[src/rtl/axi_regfile_pkg.sv]
// Shared types and helpers for the multimode AXI4-Lite register file.
package axi_regfile_pkg;

   localparam int unsigned DW = 32;

   typedef enum logic [1:0] {
      OKAY   = 2'b00,
      SLVERR = 2'b10
   } axi_resp_t;

   // Word index from a byte address; bits at or above aw are never decoded.
   function automatic logic [31:0] widx(
      input logic [31:0] addr,
      input int unsigned aw
   );
      logic [31:0] m;
      m = (aw >= 32) ? '1 : ((32'd1 << aw) - 32'd1);
      return (addr & m) >> 2;
   endfunction

   function automatic logic [DW-1:0] strb_mask(
      input logic [DW/8-1:0] strb
   );
      logic [DW-1:0] m;
      for (int unsigned b = 0; b < DW/8; b++) begin
         m[b*8 +: 8] = {8{strb[b]}};
      end
      return m;
   endfunction

endpackage

[src/rtl/axi_lite_wr_hold.sv]
// One-deep holding register for an AXI4-Lite AW or W channel.
module axi_lite_wr_hold #(
   parameter int unsigned W = 8
) (
   input  logic         clk_i,
   input  logic         rst_i,
   input  logic         valid_i,
   input  logic [W-1:0] data_i,
   output logic         ready_o,
   input  logic         clr_i,
   output logic         held_o,
   output logic [W-1:0] data_o
);

   logic         held_q, held_d;
   logic [W-1:0] data_q, data_d;

   assign ready_o = !held_q && !rst_i;
   assign held_o  = held_q;
   assign data_o  = data_q;

   always_comb begin
      held_d = held_q;
      data_d = data_q;
      if (clr_i) begin
         held_d = 1'b0;
      end
      if (valid_i && ready_o) begin
         held_d = 1'b1;
         data_d = data_i;
      end
   end

   always_ff @(posedge clk_i) begin
      if (rst_i) begin
         held_q <= 1'b0;
         data_q <= '0;
      end else begin
         held_q <= held_d;
         data_q <= data_d;
      end
   end

endmodule

[src/rtl/axi_regfile_multimode.sv]
// AXI4-Lite register file with per-register RW / RO / W1C / pulse modes.
module axi_regfile_multimode
   import axi_regfile_pkg::*;
#(
   parameter int unsigned              NREGS      = 16,
   parameter int unsigned              ADDR_WIDTH = 10,
   parameter logic [NREGS-1:0]         RO_MASK    = 'h3,
   parameter logic [NREGS-1:0]         W1C_MASK   = 'h0,
   parameter logic [NREGS-1:0]         PULSE_MASK = 'h0,
   parameter logic [NREGS-1:0][DW-1:0] RST_VAL    = '0
) (
   input  logic                        S_AXI_ACLK,
   input  logic                        S_AXI_ARESET,
   input  logic [ADDR_WIDTH-1:0]       S_AXI_AWADDR,
   input  logic [2:0]                  S_AXI_AWPROT,
   input  logic                        S_AXI_AWVALID,
   output logic                        S_AXI_AWREADY,
   input  logic [DW-1:0]               S_AXI_WDATA,
   input  logic [DW/8-1:0]             S_AXI_WSTRB,
   input  logic                        S_AXI_WVALID,
   output logic                        S_AXI_WREADY,
   output logic [1:0]                  S_AXI_BRESP,
   output logic                        S_AXI_BVALID,
   input  logic                        S_AXI_BREADY,
   input  logic [ADDR_WIDTH-1:0]       S_AXI_ARADDR,
   input  logic [2:0]                  S_AXI_ARPROT,
   input  logic                        S_AXI_ARVALID,
   output logic                        S_AXI_ARREADY,
   output logic [DW-1:0]               S_AXI_RDATA,
   output logic [1:0]                  S_AXI_RRESP,
   output logic                        S_AXI_RVALID,
   input  logic                        S_AXI_RREADY,
   output logic [NREGS-1:0][DW-1:0]    slv_reg,
   input  logic [NREGS-1:0][DW-1:0]    slv_read,
   input  logic [NREGS-1:0][DW-1:0]    w1c_set,
   output logic [NREGS-1:0]            wr_pulse,
   output logic [NREGS-1:0]            rd_pulse
);

   logic                  clk, rst;
   logic                  aw_held, w_held;
   logic [ADDR_WIDTH-1:0] aw_addr;
   logic [DW+DW/8-1:0]    w_bus;
   logic                  commit;
   logic [31:0]           wsel, rsel;
   logic                  w_inrng, r_inrng;
   logic [DW-1:0]         wdata, wmask;
   logic                  ar_acc;

   logic                  bvalid_q, bvalid_d;
   axi_resp_t             bresp_q, bresp_d;
   logic                  rvalid_q, rvalid_d;
   axi_resp_t             rresp_q, rresp_d;
   logic [DW-1:0]         rdata_q, rdata_d;
   logic [NREGS-1:0]      wr_pulse_q, wr_pulse_d;
   logic [NREGS-1:0]      rd_pulse_q, rd_pulse_d;

   logic                  unused_ok;

   assign clk = S_AXI_ACLK;
   assign rst = S_AXI_ARESET;
   assign unused_ok = ^{S_AXI_AWPROT, S_AXI_ARPROT,
                        slv_read, w1c_set};

   axi_lite_wr_hold #(.W(ADDR_WIDTH)) u_aw_hold (
      .clk_i   (clk),
      .rst_i   (rst),
      .valid_i (S_AXI_AWVALID),
      .data_i  (S_AXI_AWADDR),
      .ready_o (S_AXI_AWREADY),
      .clr_i   (commit),
      .held_o  (aw_held),
      .data_o  (aw_addr)
   );

   axi_lite_wr_hold #(.W(DW+DW/8)) u_w_hold (
      .clk_i   (clk),
      .rst_i   (rst),
      .valid_i (S_AXI_WVALID),
      .data_i  ({S_AXI_WSTRB, S_AXI_WDATA}),
      .ready_o (S_AXI_WREADY),
      .clr_i   (commit),
      .held_o  (w_held),
      .data_o  (w_bus)
   );

   assign commit  = aw_held && w_held &&
                    (!bvalid_q || S_AXI_BREADY);
   assign wsel    = widx(32'(aw_addr), ADDR_WIDTH);
   assign w_inrng = wsel < NREGS;
   assign wdata   = w_bus[DW-1:0];
   assign wmask   = strb_mask(w_bus[DW +: DW/8]);

   assign S_AXI_ARREADY = (!rvalid_q || S_AXI_RREADY) && !rst;
   assign ar_acc  = S_AXI_ARVALID && S_AXI_ARREADY;
   assign rsel    = widx(32'(S_AXI_ARADDR), ADDR_WIDTH);
   assign r_inrng = rsel < NREGS;

   for (genvar i = 0; i < NREGS; i++) begin : g_reg
      if (RO_MASK[i]) begin : g_ro
         assign slv_reg[i] = '0;
      end else begin : g_rw
         logic [DW-1:0] reg_q, reg_d;

         // Hardware set is applied after the software clear so set wins.
         always_comb begin
            reg_d = reg_q;
            if (commit && wsel == i) begin
               if (W1C_MASK[i]) begin
                  reg_d = reg_q & ~(wdata & wmask);
               end else begin
                  reg_d = (reg_q & ~wmask) | (wdata & wmask);
               end
            end
            if (W1C_MASK[i]) begin
               reg_d = reg_d | w1c_set[i];
            end
         end

         always_ff @(posedge clk) begin
            if (rst) begin
               reg_q <= RST_VAL[i];
            end else begin
               reg_q <= reg_d;
            end
         end

         assign slv_reg[i] = reg_q;
      end
   end

   always_comb begin
      bvalid_d   = bvalid_q;
      bresp_d    = bresp_q;
      wr_pulse_d = '0;
      if (commit) begin
         bvalid_d = 1'b1;
         bresp_d  = w_inrng ? OKAY : SLVERR;
      end else if (S_AXI_BREADY) begin
         bvalid_d = 1'b0;
      end
      for (int unsigned i = 0; i < NREGS; i++) begin
         wr_pulse_d[i] = commit && (wsel == i) && PULSE_MASK[i];
      end
   end

   // Read data comes from the pre-commit register state.
   always_comb begin
      rvalid_d   = rvalid_q;
      rdata_d    = rdata_q;
      rresp_d    = rresp_q;
      rd_pulse_d = '0;
      if (ar_acc) begin
         rvalid_d = 1'b1;
         rdata_d  = '0;
         rresp_d  = r_inrng ? OKAY : SLVERR;
         for (int unsigned i = 0; i < NREGS; i++) begin
            if (rsel == i) begin
               rdata_d       = RO_MASK[i] ? slv_read[i] : slv_reg[i];
               rd_pulse_d[i] = 1'b1;
            end
         end
      end else if (S_AXI_RREADY) begin
         rvalid_d = 1'b0;
      end
   end

   always_ff @(posedge clk) begin
      if (rst) begin
         bvalid_q   <= 1'b0;
         bresp_q    <= OKAY;
         rvalid_q   <= 1'b0;
         rresp_q    <= OKAY;
         rdata_q    <= '0;
         wr_pulse_q <= '0;
         rd_pulse_q <= '0;
      end else begin
         bvalid_q   <= bvalid_d;
         bresp_q    <= bresp_d;
         rvalid_q   <= rvalid_d;
         rresp_q    <= rresp_d;
         rdata_q    <= rdata_d;
         wr_pulse_q <= wr_pulse_d;
         rd_pulse_q <= rd_pulse_d;
      end
   end

   assign S_AXI_BVALID = bvalid_q;
   assign S_AXI_BRESP  = bresp_q;
   assign S_AXI_RVALID = rvalid_q;
   assign S_AXI_RRESP  = rresp_q;
   assign S_AXI_RDATA  = rdata_q;
   assign wr_pulse     = wr_pulse_q;
   assign rd_pulse     = rd_pulse_q;

endmodule
[config.mk]
export PLATFORM = sky130hd
export DESIGN_NAME = axi_regfile_multimode
export DESIGN_NICKNAME = d
export VERILOG_FILES = /design/src/rtl/axi_regfile_pkg.sv /design/src/rtl/axi_lite_wr_hold.sv /design/src/rtl/axi_regfile_multimode.sv
export SDC_FILE = /design/constraint.sdc
export NUM_CORES = 1
export LEC_CHECK = 0
export BUFFER_PORTS_ARGS = -buffer_cell sky130_fd_sc_hd__buf_2
export CAP_MARGIN = 20
export CORE_AREA = 2 2 644 646
export DETAILED_ROUTE_END_ITERATION = 16
export DIE_AREA = 0 0 646 648
export GPL_TIMING_DRIVEN = 0
export MAX_ROUTING_LAYER = met4
export PLACE_DENSITY_LB_ADDON = 0.08
export SYNTH_ARGS = -nofsm -noshare
export SYNTH_HDL_FRONTEND = slang
export SYNTH_SLANG_ARGS = --single-unit
export TNS_END_PERCENT = 50
[constraint.sdc]
create_clock -name S_AXI_ACLK -period 2.7 [get_ports S_AXI_ACLK]
set_input_delay 0.405 -clock S_AXI_ACLK [delete_from_list [all_inputs] [get_ports S_AXI_ACLK]]
set_output_delay 0.405 -clock S_AXI_ACLK [all_outputs]
set_load 0.05 [all_outputs]
==> impl_metrics.csv <==
group,metric,value,unit
status,status,"complete, but fails checks",
grt,antenna_found_initial,48,
routing,wl,316000,um
place,routabilityCongestion,0.817,
synth,synth_cell_types,68,
critical_path,crit_type,"in -> reg",
pwr,p_leak,15.1,nW
sta,setup_viol,6,
pwr,p_int,0.0162,W
synth,syn_avg_cell_area,7.97,um2
hold_path,holdPathStages,3,
synth,synth.yosys.seq_area_share,43.6,%
pwr,p_clk_share,53.1,%
critical_path,cp_data_arrival_time,3530,ps
job,cap_violations,0,
pwr,p_sw,0.00758,W
die,start_util,6.09,%
die,coreArea,0.412,mm2
die,num_rows,236,
routing,m1WireLength,133000,um
routing,drt_pass1_iterations,6,
sta,hold_viol_final,0,
routing,num_vias,28823,
grt,grt_pass1_vias,27879,
critical_path,reg2reg_depth,5,
critical_path,path_cells,"buf_2, or4_4, buf_6, buf_2, nor2_1, o221ai_1, a221o_1, o211ai_1",
sta,maxSlewViolCount,0,
critical_path,slowest_delay,760,ps
routing,wire_per_inst,32.9,um
critical_path,crit_slowest_cell,"nor2_1",
place,dp_cells,9387,
routing,route.detailed.drc,0,
place,dpl.hpwl,265000,um
layout,post-route-cell-area,0.0406,mm2
sta,worstMarginPinSlew,1260,ps
sta,fmax,0.357,GHz
synth,netlist_top_cells_count,"nand2_1, dfxtp_1, a21oi_1, nand3_1, clkbuf_1",
critical_path,r2r-start,"u_w_hold.data_o[33]",
layout,instances_no_fill,9615,
pwr,swShare,31.9,%
synth,synth.most_common_cell,"nand2_1",
cts,clk_pin_slew,60,ps
synth,synth_edf_count,0,
routing,viasPerCell,3.00,
synth,ys_warn_count,0,
place,portBuffers,622,
critical_path,cp-end-kind,"flop",
die,dieArea,0.419,mm2
routing,dr_wl_met2,148000,um
pwr,power_density,585,mW/mm2
layout,fill_cells,48141,
routing,highest_layer,"met4",
synth,async_reset_ff_share,0,%
grt,grt_max_degree,16,
routing,antenna_left,0,
layout,utilization,9.85,%
sta,rsz0062_at_grt,"yes",
grt,grt_first_pass_wirelength,382000,um
sta,period_minus_slack,2800,ps
layout,layout-drive-gt1-share,27.6,%
cts,clockRootBuffer,"clkbuf_16",
status,violations,"setup timing",
die,io_pins,1678,
cts,clk_latency,850,ps
cts,htreeDepth,3,
synth,synth_seq_cells,546,
sta,fin_ws,-98.3,ps
cts,clock_sinks,546,
critical_path,crit_end,"S_AXI_RDATA[14]",
critical_path,path_common_cell,"buf_2",
synth,synth_area_leaders,"dfxtp_1, a21oi_1, nand2_1, nand3_1, mux2i_1",
synth,syn_area,0.0251,mm2
place,dpl_worst_slack,-3050,ps
routing,drtIter0Drc,2316,
critical_path,crit_path_max_fanout,10,
pwr,p_comb_share,11.9,%
sta,tns,-223,ps
critical_path,r2r_slack,70,ps
pwr,seqPwrFrac,35.1,%
critical_path,cp-startpoint,"S_AXI_ARADDR[9]",
synth,postSynthCellCount,3149,
place,placed_area,0.0364,mm2
synth,yosysTopAreaCell,"dfxtp_1",
critical_path,cp-start-kind,"input pin",
hold_path,hp-class,"in -> reg",
routing,dr_wl_met3,26900,um
sta,max_slew_margin,16.3,%
sta,period_share,104,%
grt,grt_usage,15.0,%
critical_path,cp.required,3430,ps
synth,synth_ff_type,"dfxtp_1",
cts,cts-buffers-inserted,96,
die,die_w,646,um
layout,nets,5156,
pwr,peakVddDrop,0.391,mV
die,die_h,648,um
synth,synth_top_area_share,43.6,%
sta,skew,66.8,ps
layout,area_delta_synth_final,61.7,%
grt,globalRouteOverflowTotal,0,
cts,clockBufferDepth,4,
cts,cts_tree,"yes",
[power by group through the flow]
stage	Combinational [W]	Sequential [W]	Clock [W]
2_1_floorplan	0.00109	0.00844	0
3_3_place_gp	0.00265	0.00850	0
4_1_cts	0.00287	0.00832	0.0131
5_1_grt	0.00292	0.00833	0.0134
6_report	0.00282	0.00833	0.0126
3_5_place_dp	0.00276	0.00850	0
[per-stage QoR]
step,hold WS (ps),total power [W]
after CTS,22.6,0.0243
after global placement,461,0.0112
final,66.8,0.0238
after global routing,38.6,0.0246
after floorplan,445,0.00954
after detailed placement,465,0.0113
[cells in the final DEF (no fill, tap or decap), types with 10 or more instances in the layout]
master         Yosys  routed
mux2_2            15      15
o221ai_1          13      11
buf_2             36     635
a21oi_1          486     473
o2bb2ai_1         10      10
o21ai_1           12      12
mux2i_1          177     175
nand3_1          379     374
diode_2            0      15
o22ai_1           25      25
dfxtp_1          546     546
a31oi_1           11      10
nor3_1            15      14
nor2_2             0      12
a211oi_1          12      12
o21ai_0          105     101
clkinv_2           0      13
clkbuf_1         225     189
clkbuf_16          0      98
mux4_2            29      29
buf_6              1      22
a221oi_1          12      11
nand2_2            0      10
buf_8              0      41
nor2_1           217     201
nand2_1          561     551
buf_4             92     112
conb_1             1      82
clkbuf_2           0      44
a22oi_1           15      15
o211ai_1          23      23
clkbuf_8           0      22
dlygate4sd3_1      0      47
[worst min path at each step]
stage,startpoint,end,slack [ps]
after floorplan,u_aw_hold.data_o[4],u_aw_hold.data_o[4],440
after global placement,flop,flop,460
after detailed placement,S_AXI_RDATA[27],S_AXI_RDATA[27],470
after CTS,S_AXI_BREADY,S_AXI_BVALID,20
after global routing,S_AXI_BREADY,S_AXI_BVALID,40
final,S_AXI_BREADY,S_AXI_BVALID,70
[routing by layer]
layer,track usage [%],up-vias
met1,17.9,14668
met5,-,-
met3,5.06,193
li1,-,12841
met4,3.42,0
met2,24.4,1121
[kinds of logic (layout without fill, tap and decap cells)]
family,count (synthesis),after routing,share of synthesized area [%]
muxes,221,221,10.3
and+or+nand+nor,1228,1228,21.1
DFF,546,546,43.6
AOI/OAI and AO/OA,787,787,17.9
buffers and inverters,366,1262,7.06
other,1,97,0.0149
[what timing repair did]
action / 4_1_cts / 5_1_grt
hold buffers: 47 / 0
pin swaps: 4 / 1
resized for setup: 154 / 24
endpoints found under the hold margin: 46 / 0
endpoints found under the setup margin: 444 / 143
cloned: 0 / 0
setup buffers: 8 / 1
[worst max-delay path: cells and delay by family]
| family | cells | cell delay [ps] |
|---|---|---|
| AND/OR/NAND/NOR | 2 | 1400 |
| AO/OA/AOI/OAI | 3 | 1100 |
| buffers and inverters | 3 | 590 |
[cell type report]
type	count	area [um2]	area share [%]
multi-input combinational	2318	13100	32.2
sequential	546	10900	26.9
tap	5474	6850	16.9
timing repair buffer	739	4640	11.4
clock buffer	142	2820	6.94
buffer	354	2000	4.94
clock inverter	19	189	0.466
antenna	15	37.5	0.0925
inverter	8	33.8	0.0833
Power figures use the tool's default switching activity.
